==> src/rtl/pipe_stage_reg.sv <==
// rtl/pipe_stage_reg.sv - valid/ready pipeline stage register with flush and optional skid entry
// main_q always holds the head payload; skid_q holds the second entry only in TWO.

module pipe_stage_reg #(
    parameter int unsigned          DATA_W    = 64,
    parameter logic [DATA_W-1:0]    FLUSH_VAL = '0,
    parameter int unsigned          SKID      = 1
) (
    input  logic              clk,
    input  logic              rst,
    input  logic              flush,
    input  logic              in_valid,
    output logic              in_ready,
    input  logic [DATA_W-1:0] in_data,
    output logic              out_valid,
    input  logic              out_ready,
    output logic [DATA_W-1:0] out_data,
    output logic [1:0]        occupancy
);

    typedef enum logic [1:0] {
        EMPTY = 2'd0,
        ONE   = 2'd1,
        TWO   = 2'd2
    } state_e;

    state_e              state_q, state_d;
    logic [DATA_W-1:0]   main_q, main_d;
    logic [DATA_W-1:0]   skid_q, skid_d;
    logic                in_ready_q, in_ready_d;
    logic                in_fire;
    logic                out_fire;

    assign out_valid = (state_q != EMPTY);
    assign out_data  = main_q;
    assign occupancy = state_q;

    // With the skid entry, ready comes straight from a flop so no combinational path crosses the stage.
    assign in_ready = (SKID != 0) ? in_ready_q : ((state_q == EMPTY) | out_ready);

    assign in_fire  = in_valid & in_ready;
    assign out_fire = out_valid & out_ready;

    always_comb begin
        state_d = state_q;
        main_d  = main_q;
        skid_d  = skid_q;
        if (flush) begin
            state_d = EMPTY;
            main_d  = FLUSH_VAL;
            skid_d  = FLUSH_VAL;
        end else begin
            case (state_q)
                EMPTY: begin
                    if (in_fire) begin
                        state_d = ONE;
                        main_d  = in_data;
                    end
                end
                ONE: begin
                    if (in_fire && out_fire) begin
                        main_d = in_data;
                    end else if (in_fire) begin
                        if (SKID != 0) begin
                            state_d = TWO;
                            skid_d  = in_data;
                        end else begin
                            main_d = in_data;
                        end
                    end else if (out_fire) begin
                        state_d = EMPTY;
                        main_d  = FLUSH_VAL;
                    end
                end
                TWO: begin
                    if (out_fire) begin
                        state_d = ONE;
                        main_d  = skid_q;
                        skid_d  = FLUSH_VAL;
                    end
                end
                default: begin
                    state_d = EMPTY;
                    main_d  = FLUSH_VAL;
                    skid_d  = FLUSH_VAL;
                end
            endcase
        end
        in_ready_d = (state_d != TWO);
    end

    always_ff @(posedge clk or negedge rst) begin
        if (!rst) begin
            state_q    <= EMPTY;
            main_q     <= FLUSH_VAL;
            skid_q     <= FLUSH_VAL;
            in_ready_q <= 1'b1;
        end else begin
            state_q    <= state_d;
            main_q     <= main_d;
            skid_q     <= skid_d;
            in_ready_q <= in_ready_d;
        end
    end

endmodule

==> config.mk <==
export PLATFORM = sky130hd
export DESIGN_NAME = pipe_stage_reg
export DESIGN_NICKNAME = d
export VERILOG_FILES = /design/src/rtl/pipe_stage_reg.sv
export SDC_FILE = /design/constraint.sdc
export NUM_CORES = 1
export LEC_CHECK = 0
export ABC_AREA = 1
export CORE_ASPECT_RATIO = 0.7
export CORE_MARGIN = 5
export CORE_UTILIZATION = 34
export DETAILED_ROUTE_END_ITERATION = 10
export DONT_BUFFER_PORTS = 1
export GPL_ROUTABILITY_DRIVEN = 0
export PLACE_DENSITY = 0.6
export SKIP_LAST_GASP = 1
export SYNTH_ARGS = -nofsm -noshare
export SYNTH_HDL_FRONTEND = slang
export SYNTH_SLANG_ARGS = --single-unit
==> constraint.sdc <==
create_clock -name clk -period 3.6 [get_ports clk]
set_input_delay 0.72 -clock clk [delete_from_list [all_inputs] [get_ports clk]]
set_output_delay 0.72 -clock clk [all_outputs]
set_load 0.02 [all_outputs]
== Yosys cells after proc, flatten, opt, wreduce, memory -nomap -nowiden ==
Cells that the tools add are included.

* Bits in registers: 131
* Output and inout bits: 68
* Input port bits: 69

* Bitwise gates (word level): 2
* Multiplexer cells: 17
* Equal/unequal tests: 10
* Reduce and logical (&&, ||, !) cells: 5

{| class="wikitable"
|+ Operators by type and width
! kind !! count
|-
| 2-to-1 mux 64 bit || 8
|-
| case mux 64 bit (3 select lines) || 2
|-
| 2-to-1 mux 2 bit || 6
|-
| inequality test 3 bit, second input constant || 4
|-
| inequality test 4 bit, second input constant || 2
|-
| AND reduction 4 bit || 2
|-
| case mux 2 bit (3 select lines) || 1
|-
| inequality test 2 bit, second input constant || 2
|-
| bitwise AND 1 bit || 2
|-
| equality test 2 x 1 -> 1 bit, second input constant || 1
|-
| equality test 2 bit, second input constant || 1
|-
| logical NOT 2 bit || 1
|-
| nonzero test 2 bit || 1
|-
| logical AND 1 bit || 1
|}

== Longest topological paths before layout ==
Gate-level depths: netlist (run 1).

* Word-level depth: 8
* Gate-level depth with buffers: 10
* Mapped depth without buffers: 8

== Worst setup path before layout (run 1) ==
Ideal clock, no wire load.

* Kind: reg2out
* From: reg state_q[1], in the netlist occupancy[1]
* To: out out_valid
* Path buffers: 2
* Data arrival time: 1.102 ns
* Stages on the path, launching flop included: 5
* Path slack: 1.778 ns
* Cell sequence: dfrtp_1 inv_2 nand2_1 buf_2 buf_2

* Cells in the longest elaborated chain, start to end: 1

{| class="wikitable"
|+ Ends and longest elaborated chain
! what !! RTL line !! source
|-
| start: declaration || 27 || <nowiki>state_e state_q, state_d;</nowiki>
|-
| start signal: assignment || 99 || <nowiki>state_q <= state_d;</nowiki>
|-
| nonzero test 2 bit || 34 || <nowiki>assign out_valid = (state_q != EMPTY);</nowiki>
|-
| end: declaration || 15 || <nowiki>output logic out_valid,</nowiki>
|}

Every way passes these cells.

== Worst setup path after layout (run 1) ==
* From: reg state_q[0], in the netlist occupancy[0]
* To: out out_valid

Same word-level chain as after synthesis.

==> summary.md, run 1 <==
| Metric | Value |
|---|---|
| Die X | `185 microns` |
| Num CTS Buffers | `17` |
| Post-CTS Resized | `0` |
| Layout Utilization | `38.8%` |
| DP Wirelength | `12800 microns` |
| Synth Area in Compound Gates | `3.49%` |
| Synth Area per Inst | `6.77 sq um` |
| DR WL/cell | `16.8 microns` |
| Largest cells by area after synthesis | `dfrtp_1, nand2_1, nand3_1` |
| Critical Path AT | `1850 ps` |
| Drt initial violations | `620` |
| DRC Markers | `0` |
| Clock slew at reported path FFs | `60 ps` |
| Placed cell area | `7440 sq um` |
| Power, Total | `4300 uW` |
| Area of the core | `20900 sq um` |
| Synth area leader | `dfrtp_1` |
| Pwr Density | `530 nW/um^2` |
| Vias in the first global route | `6140` |
| Status | `complete, no violations` |
| Final Hold Vio Count | `0` |
| N_diodes | `0` |
| WS Path Type | `flip-flop to primary output` |
| Post-synthesis cell count | `1075` |
| Area share of fa/ha/maj cells after synthesis | `0%` |
| Worst Setup Start Kind | `flip-flop` |
| CTS Sinks | `131` |
| Global route overflow | `0` |
| Max-Cap Viols | `0` |
| CTS tree | `yes` |
| Latest clock arrival within the worst-skew pair | `410 ps` |
| Hold Crit Class | `primary input to asynchronous set/reset pin` |
| Final nets | `1100` |
| Die area | `24500 sq um` |
| Port bufs | `0` |
| Number of distinct library cells after synthesis | `18` |
| Vias/cell | `5.07` |
| Final setup fails | `0` |
| Share of post-route cells with drive strength above 1 | `6.90%` |
| Initial core utilization | `34.8%` |
| CP Max Fanout | `47` |
| Clock root buffer master | `clkbuf_16` |
| Initial antenna violation count | `0` |
| Multi-input gate area | `3240 sq um` |
| RSZ-0062 raised after global routing | `false` |
| Worst R2R Path Depth | `8` |
| Post-Synth XOR/XNOR Area | `0.120%` |
| Setup Buffers After CTS | `0` |
| Row count | `44` |
| Final wirelength | `22200 microns` |
| Setup TNS | `0 ps` |
| Yosys reg bits | `131` |
| Synthesized-area fraction occupied by and/or/nand/nor cells | `40.4%` |
| Leak | `0.00440 uW` |
| CTS max path bufs | `2` |
| 1st-pass router iterations | `5` |
| Fillcell total | `2192` |
| Clock period minus worst slack | `2570 ps` |
| Final cell count without fillers | `1320` |
| Mux cell area share after synthesis | `0%` |
| Placed insts | `1288` |
| Synth Net Count | `1144` |
| Final ANT Viol Nets | `0` |
| Synth Warn # | `0` |
| Slew margin rel. | `47.0%` |
| Layout Skew | `13.3 ps` |
| Worst vdd ir | `291 uV` |
| Vias | `6687` |
| Fmax | `390 MHz` |
| Main combinational cell family by area after synthesis | `simple AND/OR/NAND/NOR gates` |
| Setup crit end kind | `primary output` |
| I/O pins | `137` |
| Most common cell after layout, fill and taps aside | `nand2_1` |
| Most frequent cells in the layout | `nand2_1, dfrtp_1, inv_1` |
| Sequential-to-total area share from yosys stat | `45.1%` |
| Largest net degree at the start of global routing | `132` |
| Period Utilization, post-route | `71.3%` |
| FF+latch area | `3280 sq um` |
| Mapped Area | `7280 sq um` |
| Yosys top cell area share | `44.7%` |
| Worst-margin pin slew | `795 ps` |
| Max Slew Vio Count | `0` |
| P&R area growth vs syn | `11.5%` |
| GRT Total Usage | `18.0%` |
| Final instance area | `8110 sq um` |
| Data required time of the critical path | `2880 ps` |
| H-tree depth | `4` |
| Die H | `132 microns` |
| Global-route wire length before repair | `35300 microns` |
-- state kept, by name, indices dropped and copies added, names as in the netlist --
signal	flops
occupancy	2
in_ready	1
out_data	64
skid_q	64
-- cell usage after synthesis (all sizes together) --
cell type,number
nand2,458
dfrtp,130
inv,118
nand3,102
nor3,63
buf,53
o21ai,49
nand4,47
clkbuf,26
nor2,26
a21oi,1
dfstp,1
xor2,1
-- per-layer routing --
metal | vias up | track usage [%] | part of all wire, %
met5 | - | 0 | 0
met4 | 0 | 4.32 | 0.98
met3 | 13 | 6.76 | 10
met2 | 249 | 26.8 | 44
met1 | 3135 | 25.0 | 45
li1 | 3290 | - | -
-- worst paths after layout --
path                               from      endpoint  slack, ps
min reg2reg                  skid_q[39]    skid_q[39]        470
max                        occupancy[0]     out_valid       1030
min in group clk             skid_q[39]    skid_q[39]        470
max reg2reg                occupancy[1]  out_data[32]       1130
min                                 rst  out_data[30]          1
max in group asynchronous           rst      in_ready       3390
-- critical path: stages, from the launching register on --
cell and delay (ps):
dfrtp_1 640, inv_2 130, nand2_2 110, buf_4 540
-- power by group --
| group | internal (uW) | switching (uW) |
|---|---|---|
| Combinational | 147 | 395 |
| Sequential | 1590 | 184 |
| Clock | 1290 | 693 |
-- cell families after synthesis --
logic type | after synthesis
simple gates | 696
buf+inv | 197
xor+xnor | 1
compound gates | 50
flops | 131
-- layout make-up --
cell class                      instances  area share [%]
Multi-Input combinational cell        747            40.0
Sequential cell                       131            40.4
Inverter                              118            5.46
Clock inverter                         12            2.48
Tap cell                              276            4.26
Timing Repair Buffer                   16            1.64
Clock buffer                           20            5.75
-- metrics by stage --
step                      hold slack (ps)  setup slack (ps)
after global routing                -34.3               913
after CTS                           -23.7              1010
after floorplan                       424              1780
after detailed placement              428              1170
after global placement                429              1160
final                                1.16              1030
No activity file was read; power rests on OpenSTA's default activity.
==> run 2, diff against run 1 <==
- PLACE_DENSITY: 0.6 -> 0.62
- clock period: 3.6 -> 2.3 ns (I/O delays scaled with it)
==> summary.md, run 2 (same netlist as run 1, synthesis figures left out) <==
| Metric | Value |
|---|---|
| M1 wire length | `9930 microns (was 9960 microns)` |
| Leak | `0.00439 uW (was 0.00440 uW)` |
| CTS tree | `yes (unchanged)` |
| Worst-path cell chain | `inv_2, nand2_2, buf_4 (unchanged)` |
| Worst vdd ir | `470 uV (was 291 uV)` |
| Status | `finished with violations (was complete, no violations)` |
| FF+latch area | `3280 sq um (unchanged)` |
| N_diodes | `0 (unchanged)` |
| Slowest cell on the critical path | `dfrtp_1 (unchanged)` |
| Violations in the final reports | `hold timing` |
| Final nets | `1103 (was 1100)` |
| Met3 WL post-DR | `1950 microns (was 2220 microns)` |
| Fmax | `463 MHz` |
| Final Hold Vio Count | `130 (was 0)` |
| Global route overflow | `0 (unchanged)` |
| Layout Skew | `8.42 ps (was 13.3 ps)` |
| Critical Path AT | `1700 ps (was 1850 ps)` |
| Most common cell after layout, fill and taps aside | `nand2_1 (unchanged)` |
| Setup crit end kind | `primary output (unchanged)` |
| Fillcell total | `2216 (was 2192)` |
| Most frequent cells in the layout | `nand2_1, dfrtp_1, inv_1 (unchanged)` |
| Num CTS Buffers | `17 (unchanged)` |
| Register-to-register setup slack | `390 ps (was 1130 ps)` |
| Pwr Density | `771 nW/um^2 (was 530 nW/um^2)` |
| CTS max path bufs | `2 (unchanged)` |
| Latest clock arrival within the worst-skew pair | `410 ps (about the same)` |
| Max-Cap Viols | `0 (unchanged)` |
| Final hold slack | `-262 ps (was 1.16 ps)` |
| WS Path Type | `flip-flop to primary output (unchanged)` |
| Die H | `132 microns (unchanged)` |
| GRT Total Usage | `18.4% (was 18.0%)` |
| Initial antenna violation count | `0 (unchanged)` |
| Slew margin rel. | `60.3% (was 47.0%)` |
| Worst-margin pin slew | `596 ps (was 795 ps)` |
| Multi-input gate area | `3240 sq um (unchanged)` |
| Clock period minus worst slack | `2160 ps` |
| DP Wirelength | `12500 microns (was 12800 microns)` |
| Final instance area | `8100 sq um (was 8110 sq um)` |
| Data required time of the critical path | `1840 ps (was 2880 ps)` |
| Clock root buffer master | `clkbuf_16 (unchanged)` |
| Final wirelength | `21900 microns (was 22200 microns)` |
| Placed cell area | `7540 sq um (was 7440 sq um)` |
| CTS Sinks | `131 (unchanged)` |
| Period Utilization, post-route | `93.8%` |
| 1st-pass router iterations | `5 (unchanged)` |
| Vias | `6625 (was 6687)` |
| Max Slew Vio Count | `0 (unchanged)` |
| Worst R2R Path Depth | `8 (unchanged)` |
| Met2 WL | `9920 microns (was 9830 microns)` |
| Placed insts | `1291 (was 1288)` |
| Share of post-route cells with drive strength above 1 | `7.16% (was 6.90%)` |
| DR WL/cell | `16.6 microns (was 16.8 microns)` |
| CP Max Fanout | `25 (was 47)` |
| Vias in the first global route | `6572 (was 6140)` |
| H-tree depth | `4 (unchanged)` |
| Initial core utilization | `34.8% (unchanged)` |
| RSZ-0062 raised after global routing | `false (unchanged)` |
| Die X | `185 microns (unchanged)` |
| Setup TNS | `0 ps (unchanged)` |
| Die area | `24500 sq um (unchanged)` |
| Largest net degree at the start of global routing | `132 (unchanged)` |
| Top Layer Used | `met4 (unchanged)` |
| Global-route wire length before repair | `36400 microns (was 35300 microns)` |
| Max incr delay on CP | `640 ps (about the same)` |
| Final cell count without fillers | `1323 (was 1320)` |
| Clock slew at reported path FFs | `60 ps (about the same)` |
| Vias/cell | `5.01 (was 5.07)` |
| Hold Crit Class | `primary input to asynchronous set/reset pin (unchanged)` |
| DRC Markers | `0 (unchanged)` |
| Final ANT Viol Nets | `0 (unchanged)` |
| Row count | `44 (unchanged)` |
| Final setup fails | `0 (unchanged)` |
| Port bufs | `0 (unchanged)` |
| I/O pins | `137 (unchanged)` |
| P&R area growth vs syn | `11.3% (was 11.5%)` |
| Drt initial violations | `545 (was 620)` |
| Worst Setup Start Kind | `flip-flop (unchanged)` |
| Area of the core | `20900 sq um (unchanged)` |
[run 2: worst paths after layout]
check,startpoint,endpoint
max,occupancy[1],out_valid
min,rst,out_data[25]
max reg2reg,in_ready,skid_q[48]
min reg2reg,skid_q[27],skid_q[27]
max in group asynchronous,rst,out_data[0]
min in group clk,flush,skid_q[23]
[run 2: area by class of cell]
type	instances	area share [%]
clock buffer	17	5.25
timing repair buffer	19	2.84
inverter	118	5.47
tap	276	4.26
multi-input combinational	747	40.0
clock inverter	15	1.67
sequential	131	40.5
[run 2: timing repair]
action	4_1_cts	5_1_grt
resized for setup	0	0
endpoints found under the setup margin	0	0
setup buffers	0	0
endpoints found under the hold margin	131	131
[run 2: metrics by stage]
step           total power, uW  setup slack, ps  utilization [%]
2_1_floorplan             3430              738                -
3_3_place_gp              3690              470             36.0
3_5_place_dp              3700              417             36.0
4_1_cts                   6330              120             38.7
5_1_grt                   6580             62.5             38.7
6_report                  6250              142             38.7
[run 2: per-layer routing]
layer / vias up / global-route usage [%]
met4: 0 / 3.63
met2: 195 / 29.6
met1: 3127 / 24.2
li1: 3293 / -
met5: - / 0
met3: 10 / 6.37
[run 2: power breakdown]
group | total, uW | switching, uW | internal, uW
combinational | 881 | 621 | 260
clock | 2590 | 1100 | 1500
sequential | 2770 | 284 | 2490
[run 2: critical path, delay by kind of cell (launching register included)]
| kind | cells | cell delay, ps |
|---|---|---|
| buf+inv | 2 | 500 |
| flops | 1 | 640 |
| simple gates | 1 | 120 |
